--- config.mk ---
export PLATFORM = sky130hd
export DESIGN_NAME = flash_word_fetcher
export DESIGN_NICKNAME = d
export VERILOG_FILES = /design/src/rtl/flash_word_fetcher.sv
export SDC_FILE = /design/constraint.sdc
export NUM_CORES = 1
export LEC_CHECK = 0
export BUFFER_PORTS_ARGS = -buffer_cell sky130_fd_sc_hd__buf_2
export CORE_MARGIN = 1
export CORE_UTILIZATION = 45
export CTS_CLUSTER_DIAMETER = 60
export DETAILED_ROUTE_END_ITERATION = 16
export GPL_TIMING_DRIVEN = 0
export MAX_ROUTING_LAYER = met4
export PLACE_DENSITY_LB_ADDON = 0.05
export SYNTH_ARGS = -nofsm -noshare
export SYNTH_HDL_FRONTEND = slang
export SYNTH_SLANG_ARGS = --single-unit
--- constraint.sdc ---
create_clock -name clk32 -period 1.8 [get_ports clk32]
set_input_delay 0.09 -clock clk32 [delete_from_list [all_inputs] [get_ports clk32]]
set_output_delay 0.09 -clock clk32 [all_outputs]
set_load 0.05 [all_outputs]
--- src/rtl/flash_word_fetcher.sv ---
// Multi-channel big-endian word fetcher for the byte-wide boot flash.
// Optional single-entry last-word cache: define ROM_WORD_CACHE_EN.
module flash_word_fetcher #(
    parameter int FLASH_AW     = 22,
    parameter int FLASH_DW     = 8,
    parameter int WORD_W       = 16,
    parameter int WAIT_CYCLES  = 3,
    parameter int NUM_CH       = 2,
    localparam int B           = WORD_W / FLASH_DW,
    localparam int WADDR_W     = FLASH_AW - $clog2(B)
) (
    input  logic                      clk32,
    input  logic                      _systemReset,
    input  logic [NUM_CH-1:0]         req,
    input  logic [NUM_CH*WADDR_W-1:0] reqAddr,
    output logic [NUM_CH-1:0]         ack,
    output logic [WORD_W-1:0]         rdata,
    output logic                      busy,
    output logic [FLASH_AW-1:0]       flashAddr,
    input  logic [FLASH_DW-1:0]       flashData,
    output logic                      _flashCE,
    output logic                      _flashOE,
    output logic                      _flashWE
);

    localparam int BSH = $clog2(B);
    localparam int CHW = (NUM_CH > 1) ? $clog2(NUM_CH) : 1;
    localparam int WCW = (WAIT_CYCLES > 0) ? $clog2(WAIT_CYCLES + 1) : 1;
    localparam int BIW = (B > 1) ? $clog2(B) : 1;

    generate
        if (WORD_W % FLASH_DW != 0) begin : g_bad_width
            $error("WORD_W must be a multiple of FLASH_DW");
        end
    endgenerate

    typedef enum logic [1:0] {IDLE, ACCESS, DONE} state_t;

    state_t             state;
    state_t             state_next;
    logic [CHW-1:0]     grant;
    logic [CHW-1:0]     gnt_idx;
    logic               gnt_any;
    logic [WADDR_W-1:0] gnt_addr;
    logic [BIW-1:0]     byte_idx;
    logic [WCW-1:0]     wait_cnt;
    logic [WORD_W-1:0]  shreg;
    logic [WORD_W-1:0]  word_next;
    logic               slot_end;
    logic               last_byte;

`ifdef ROM_WORD_CACHE_EN
    logic [WADDR_W-1:0] cache_tag;
    logic [WORD_W-1:0]  cache_word;
    logic               cache_valid;
    logic               hit;

    assign hit = cache_valid && (cache_tag == gnt_addr);
`endif

    // Fixed priority: scanning downwards leaves the lowest request granted.
    always_comb begin
        gnt_any  = 1'b0;
        gnt_idx  = '0;
        gnt_addr = '0;
        for (int i = NUM_CH - 1; i >= 0; i--) begin
            if (req[i]) begin
                gnt_any  = 1'b1;
                gnt_idx  = CHW'(i);
                gnt_addr = reqAddr[i*WADDR_W +: WADDR_W];
            end
        end
    end

    assign slot_end  = (wait_cnt == WCW'(WAIT_CYCLES));
    assign last_byte = (byte_idx == BIW'(B - 1));
    assign word_next = (shreg << FLASH_DW) | WORD_W'(flashData);
    assign _flashWE  = 1'b1;

    always_ff @(posedge clk32) begin
        if (!_systemReset) state <= IDLE;
        else               state <= state_next;
    end

    always_comb begin
        state_next = state;
        busy       = 1'b1;
        _flashCE   = 1'b1;
        _flashOE   = 1'b1;
        unique case (state)
            IDLE: begin
                busy = 1'b0;
                if (gnt_any) begin
`ifdef ROM_WORD_CACHE_EN
                    state_next = hit ? DONE : ACCESS;
`else
                    state_next = ACCESS;
`endif
                end
            end
            ACCESS: begin
                _flashCE = 1'b0;
                _flashOE = 1'b0;
                if (slot_end && last_byte) state_next = DONE;
            end
            DONE:    state_next = IDLE;
            default: state_next = IDLE;
        endcase
    end

    // ack and rdata are loaded on the edge entering DONE so the word is valid with ack.
    always_ff @(posedge clk32) begin
        if (!_systemReset) begin
            ack         <= '0;
            rdata       <= '0;
            flashAddr   <= '0;
            grant       <= '0;
            byte_idx    <= '0;
            wait_cnt    <= '0;
            shreg       <= '0;
`ifdef ROM_WORD_CACHE_EN
            cache_tag   <= '0;
            cache_word  <= '0;
            cache_valid <= 1'b0;
`endif
        end else begin
            ack <= '0;
            unique case (state)
                IDLE: begin
                    if (gnt_any) begin
                        grant <= gnt_idx;
`ifdef ROM_WORD_CACHE_EN
                        if (hit) begin
                            ack[gnt_idx] <= 1'b1;
                            rdata        <= cache_word;
                        end else
`endif
                        begin
                            flashAddr <= FLASH_AW'(gnt_addr) << BSH;
                            byte_idx  <= '0;
                            wait_cnt  <= '0;
                        end
                    end
                end
                ACCESS: begin
                    if (!slot_end) begin
                        wait_cnt <= wait_cnt + WCW'(1);
                    end else begin
                        wait_cnt <= '0;
                        shreg    <= word_next;
                        if (last_byte) begin
                            ack[grant] <= 1'b1;
                            rdata      <= word_next;
`ifdef ROM_WORD_CACHE_EN
                            cache_tag   <= flashAddr[FLASH_AW-1:BSH];
                            cache_word  <= word_next;
                            cache_valid <= 1'b1;
`endif
                        end else begin
                            byte_idx  <= byte_idx + BIW'(1);
                            flashAddr <= flashAddr + FLASH_AW'(1);
                        end
                    end
                end
                default: ;
            endcase
        end
    end

endmodule

Word-level counts from Yosys, hierarchy flattened
Index checks and enable logic that the tools add are counted.
W data, S select, Z words.
{"block": "classes", "bitwise": 1, "addsub": 3, "mul": 0, "div": 0, "n_eq_ne": 6, "n_mux": 23, "shifts": 0, "reduce_logical": 12, "magnitude_cmp": 2}
{"cell": "$mux W22", "count": 3}
{"cell": "$pmux W22 S2", "count": 1}
{"cell": "$mux W21", "count": 2}
{"cell": "$add A22 B1 Y22 const B", "count": 1}
{"cell": "$or A16 B8 Y16", "count": 1}
{"cell": "$mux W1", "count": 9}
{"cell": "$mux W2", "count": 4}
{"cell": "$ne A2 B2 Y1 const B", "count": 4}
{"cell": "$pmux W2 S2", "count": 2}
{"cell": "$reduce_and A2 Y1", "count": 4}
{"cell": "$reduce_and A4 Y1", "count": 2}
{"cell": "$reduce_and A3 Y1", "count": 2}
{"cell": "$add A2 B1 Y2 const B", "count": 1}
{"cell": "$eq A2 B1 Y1 const B", "count": 1}
{"cell": "$eq A2 B2 Y1 const B", "count": 1}
{"cell": "$logic_and A1 B1 Y1", "count": 2}
{"cell": "$logic_not A2 Y1", "count": 1}
{"cell": "$lt A1 B2 Y1 const B", "count": 1}
{"cell": "$pmux W1 S2", "count": 1}
{"cell": "$reduce_bool A2 Y1", "count": 1}
{"cell": "$add A1 B1 Y1 const B", "count": 1}
{"cell": "$demux W1 S1", "count": 1}
{"cell": "$ge A1 B1 Y1 const B", "count": 1}
{"block": "word_totals", "ramBits": 0, "ff_bits": 54, "output_inout_bits": 44, "latch_bits": 0, "elab_cells": 55, "memories": 0, "input_bits": 54, "romBits": 0}

Depth between registers and ports, before layout
{"block": "logic_depth", "ltp_word": 4, "ltp_mapped": 8}

Worst setup path after synthesis
Ideal clock, no wire load.
{"block": "synth_path", "path_kind": "reg-to-reg", "start": "register flashAddr[0]", "end": "register flashAddr[10]", "path_stages_with_launch": 6, "t_arrival_ns": 2.046, "required_ns": 1.681, "setup_time_ns": 0.119, "setup_slack_ns": -0.365, "path_buffers": 0, "period_less_slack_ns": 2.165, "cell_sequence": "dfxtp_1 -> ha_1 -> nand3_1 -> nor3_1 -> a41oi_1 -> o221a_2"}
{"block": "synth_between", "elab_chain_len": 4}
{"item": "start, declared", "line_no": "19", "source": "output logic [FLASH_AW-1:0] flashAddr,"}
{"item": "start signal, assigned", "line_no": "139", "source": "flashAddr <= FLASH_AW'(gnt_addr) << BSH;"}
{"item": "start signal, assigned", "line_no": "161", "source": "flashAddr <= flashAddr + FLASH_AW'(1);"}
{"item": "$add A22 B1 Y22", "line_no": "161"}
{"item": "$mux W22", "line_no": "151", "source": "if (last_byte) begin"}
{"item": "$mux W22", "line_no": "146", "source": "if (!slot_end) begin"}
{"item": "$pmux W22 S2", "line_no": "128", "source": "unique case (state)"}
No other way between the ends. The select of a mux whose other input is x is not followed.
A chain may end at the register's enable or synchronous reset.

Worst setup path after layout
{"block": "layout_path", "start": "register flashAddr[2]", "end": "register flashAddr[19]"}
Same word-level chain as after synthesis.

==> metrics.txt <==
# TYPE chip_impl_metric gauge
chip_impl_metric{name="synth_async_sr_flop_share",unit="%"} 0
chip_impl_info{name="timing.hold.worst.class",value="input pin to flip-flop"} 1
chip_impl_metric{name="final_net_count",unit=""} 514
chip_impl_metric{name="flow.area_growth_from_synthesis",unit="%"} 31.02
chip_impl_metric{name="internal-power",unit="W"} 0.001810
chip_impl_metric{name="timing_max_transition_violations_final",unit=""} 0
chip_impl_metric{name="synth-seq-area-share",unit="%"} 40.24
chip_impl_info{name="outcome",value="complete, no violations"} 1
chip_impl_metric{name="irDropWorstVdd",unit="V"} 0.0004265
chip_impl_metric{name="tritoncts.num_buffers",unit=""} 5
chip_impl_metric{name="grt_antenna_before_repair",unit=""} 0
chip_impl_metric{name="power.sequential.fraction",unit="%"} 49.4
chip_impl_metric{name="num_rows",unit=""} 27
chip_impl_metric{name="wire_per_inst",unit="um"} 15.93
chip_impl_metric{name="postRouteAntennaNets",unit=""} 0
chip_impl_info{name="ys.flop_type",value="sky130_fd_sc_hd__dfxtp_1"} 1
chip_impl_metric{name="place_hpwl",unit="um"} 6045
chip_impl_metric{name="cts_max_level",unit=""} 2
chip_impl_metric{name="critical_path_peak_fanout",unit=""} 7
chip_impl_metric{name="period_minus_slack",unit="ns"} 1.734
chip_impl_metric{name="number_of_global_route_vias_before_repair",unit=""} 2900
chip_impl_metric{name="detailroute.via_count",unit=""} 3062
chip_impl_metric{name="floorplan.die.width",unit="um"} 79.27
chip_impl_metric{name="slew_headroom",unit="%"} 60.88
chip_impl_metric{name="detailed_router_s_first_iteration_violation_count",unit=""} 257
chip_impl_metric{name="grtUsageTotal",unit="%"} 29.11
chip_impl_info{name="mostFrequentLayoutCells",value="sky130_fd_sc_hd__buf_2 (99), sky130_fd_sc_hd__nand2_1 (62), sky130_fd_sc_hd__a21oi_1 (52)"} 1
chip_impl_metric{name="yosys_warnings",unit=""} 0
chip_impl_info{name="synth_largest_area_cell",value="sky130_fd_sc_hd__dfxtp_1"} 1
chip_impl_metric{name="finalHoldViolCount",unit=""} 0
chip_impl_metric{name="total_power",unit="W"} 0.002601
chip_impl_metric{name="gr_ovfl_total",unit=""} 0
chip_impl_metric{name="antenna_cells",unit=""} 0
chip_impl_metric{name="utilization",unit="%"} 62.39
chip_impl_metric{name="finalWeightedCongestion",unit=""} 0.8735
chip_impl_metric{name="die_height",unit="um"} 79.27
chip_impl_metric{name="postSynthNetCount",unit=""} 409
chip_impl_metric{name="arrival",unit="ns"} 1.98
chip_impl_metric{name="worst-slew-pin-transition",unit="ns"} 0.5869
chip_impl_metric{name="route.final.wire_length",unit="um"} 8442
chip_impl_info{name="setup.worst_path.start_class",value="flip-flop"} 1
chip_impl_metric{name="timing.clock.skew",unit="ns"} 0.007713
chip_impl_metric{name="drt-pass1-iter-count",unit=""} 5
chip_impl_info{name="worst_setup_path_end_kind",value="flip-flop"} 1
chip_impl_metric{name="yosys_register_bits",unit=""} 54
chip_impl_metric{name="grt_first_pass_wirelength",unit="um"} 13840
chip_impl_metric{name="post_synth_edffs",unit=""} 0
chip_impl_info{name="path_class",value="flip-flop to flip-flop"} 1
chip_impl_metric{name="postSynthCellCount",unit=""} 353
chip_impl_metric{name="synth_area",unit="mm^2"} 0.002686
chip_impl_metric{name="pwr-share-clk",unit="%"} 31.3
chip_impl_metric{name="yosys.cell_types.count",unit=""} 48
chip_impl_info{name="layout_commonest_cell",value="sky130_fd_sc_hd__buf_2"} 1
chip_impl_metric{name="setup-violations-final",unit=""} 0
chip_impl_metric{name="port_buffers",unit=""} 95
chip_impl_metric{name="static-leakage-power",unit="nW"} 1.491
chip_impl_metric{name="pre_cts_slack",unit="ns"} -0.3960
chip_impl_metric{name="clock_tree.buffer_depth",unit=""} 2
chip_impl_metric{name="fill_cells",unit=""} 530
chip_impl_metric{name="clkSlewWorstSetupHoldPaths",unit="ns"} 0.10
chip_impl_info{name="grt_setup_unrepaired",value="yes"} 1
chip_impl_metric{name="timing.critical_path.required",unit="ns"} 2.04
chip_impl_metric{name="period_share",unit="%"} 96.31
chip_impl_metric{name="p_switching",unit="W"} 0.0007917
chip_impl_metric{name="top_level_i_o_count",unit=""} 98
chip_impl_metric{name="clkSinkCount",unit=""} 54
chip_impl_metric{name="cts.hold.buffers_added",unit=""} 0
chip_impl_metric{name="power.combinational.fraction",unit="%"} 19.3
chip_impl_metric{name="layout-drive-gt1-share",unit="%"} 34.50
chip_impl_metric{name="avgViaCountPerCell",unit=""} 5.777
chip_impl_metric{name="pwr_density_cell",unit="mW/mm^2"} 739.1
chip_impl_metric{name="drc_errors",unit=""} 0
chip_impl_metric{name="sw_frac_of_total",unit="%"} 30.43
chip_impl_metric{name="postLayoutSetupSlackWorst",unit="ns"} 0.06641
chip_impl_metric{name="start_util",unit="%"} 47.62
chip_impl_metric{name="overall_die_area",unit="mm^2"} 0.006283
chip_impl_metric{name="achievable-frequency",unit="MHz"} 576.8
chip_impl_metric{name="netlist.area_leader.share",unit="%"} 40.24
chip_impl_info{name="clk_root_buffer_cell",value="sky130_fd_sc_hd__clkbuf_8"} 1
chip_impl_metric{name="cap_violations",unit=""} 0
chip_impl_metric{name="core",unit="mm^2"} 0.005642
chip_impl_info{name="yosys-top-cells-area",value="sky130_fd_sc_hd__dfxtp_1 (40%), sky130_fd_sc_hd__a21oi_1 (9.7%), sky130_fd_sc_hd__nand2_1 (8.8%)"} 1
chip_impl_metric{name="worstSkewPairLatency",unit="ns"} 0.31
chip_impl_metric{name="grt_start_max_net_pins",unit=""} 17
chip_impl_info{name="tritoncts_clock_tree",value="yes"} 1
chip_impl_metric{name="synth.avg_cell_area",unit="um^2"} 7.610
## layer usage
layer	track usage, %	vias to the layer above	share of wire (%)
met3	5.172	10	6.6
met5	-	-	0
met4	9.818	0	1.1
met1	38.71	1433	45
met2	44.57	142	48
li1	-	1477	-
## per-stage QoR
stage	cells	hold slack, ns	TNS, ns	instance area, um^2
after floorplan	353	0.2260	-0.2957	2705
after global placement	520	0.3485	-2.128	3271
after detailed placement	520	0.3522	-2.660	3271
after CTS	528	0.02137	0	3442
after global routing	530	0.01753	-0.04925	3520
final	530	0.02214	0	3520
## worst max-delay path: stages, from the launching register on
cell,delay [ns]
sky130_fd_sc_hd__dfxtp_4,0.40
sky130_fd_sc_hd__nand4_4,0.17
sky130_fd_sc_hd__nor4_4,0.38
sky130_fd_sc_hd__nand3_1,0.13
sky130_fd_sc_hd__or4_1,0.41
sky130_fd_sc_hd__a31oi_1,0.16
## final timing paths
kind	from	end	slack [ns]	depth (start not counted)
hold reg to reg	grant$_SDFFE_PN0P_	ack[0]$_SDFF_PN0_	0.44	1
setup reg to reg	flashAddr[2]$_SDFFE_PN0P_	flashAddr[19]$_SDFFE_PN0P_	0.07	5
setup / recovery	flashAddr[2]$_SDFFE_PN0P_	flashAddr[19]$_SDFFE_PN0P_	0.07	5
hold / removal	flashData[0]	shreg[0]$_SDFFE_PN0P_	0.02	3
## area by class of cell
class	instances	area, um^2	area share (%)
Multi-Input combinational cell	266	1526	43.37
Sequential cell	54	1114	31.64
Timing Repair Buffer	99	508.0	14.43
Buffer	26	147.6	4.195
Tap cell	72	90.09	2.560
Clock buffer	5	68.82	1.955
Clock inverter	2	38.79	1.102
Inverter	6	26.28	0.7465
## state kept, by name, indices dropped and copies added, names as in the netlist
| signal | count |
|---|---|
| rdata | 16 |
| shreg | 8 |
| byte_idx | 1 |
| grant | 1 |
| ack | 2 |
| state | 2 |
| wait_cnt | 2 |
| flashAddr | 22 |
## Yosys cell counts (2+ instances only)
| master | instances |
|---|---|
| sky130_fd_sc_hd__nand2_1 | 63 |
| sky130_fd_sc_hd__dfxtp_1 | 54 |
| sky130_fd_sc_hd__nand4_1 | 3 |
| sky130_fd_sc_hd__ha_1 | 2 |
| sky130_fd_sc_hd__a221o_1 | 2 |
| sky130_fd_sc_hd__and3_1 | 3 |
| sky130_fd_sc_hd__nor2_1 | 31 |
| sky130_fd_sc_hd__clkbuf_1 | 14 |
| sky130_fd_sc_hd__nor3_1 | 14 |
| sky130_fd_sc_hd__nand3_4 | 2 |
| sky130_fd_sc_hd__a311oi_1 | 3 |
| sky130_fd_sc_hd__o22ai_1 | 2 |
| sky130_fd_sc_hd__a31oi_1 | 4 |
| sky130_fd_sc_hd__inv_1 | 4 |
| sky130_fd_sc_hd__nand3_1 | 13 |
| sky130_fd_sc_hd__buf_2 | 6 |
| sky130_fd_sc_hd__buf_1 | 2 |
| sky130_fd_sc_hd__o221a_2 | 3 |
| sky130_fd_sc_hd__buf_6 | 2 |
| sky130_fd_sc_hd__a221oi_1 | 6 |
| sky130_fd_sc_hd__a22oi_1 | 12 |
| sky130_fd_sc_hd__buf_4 | 3 |
| sky130_fd_sc_hd__nor4_1 | 3 |
| sky130_fd_sc_hd__nor2b_1 | 3 |
| sky130_fd_sc_hd__a211oi_1 | 2 |
| sky130_fd_sc_hd__a21oi_1 | 52 |
| sky130_fd_sc_hd__o21ai_0 | 24 |
## power groups by stage
stage / combinational [W] / clock, W / sequential [W]
2_1_floorplan: 0.000221 / 0 / 0.00141
3_3_place_gp: 0.000480 / 0 / 0.00131
3_5_place_dp: 0.000485 / 0 / 0.00131
4_1_cts: 0.000493 / 0.000821 / 0.00128
5_1_grt: 0.000546 / 0.000874 / 0.00129
6_report: 0.000503 / 0.000815 / 0.00128
## timing repair
action / CTS / global route
gates cloned: 0 / 0
resized for setup: 14 / 16
setup endpoints to repair: 22 / 31
setup buffers: 1 / 3
pin swaps: 2 / 1
## cells by family (layout without fill, tap and decap cells)
group | after synthesis | in the layout | share of synthesized area [%]
compound gates | 116 | 116 | 26.22
xor+xnor | 1 | 1 | 0.3261
fa+ha+maj | 2 | 2 | 0.9314
simple gates | 146 | 146 | 26.27
buf+inv | 33 | 138 | 5.868
other cells | 1 | 1 | 0.1396
flops | 54 | 54 | 40.24
Note: power is estimated with default switching activity, not from simulation.
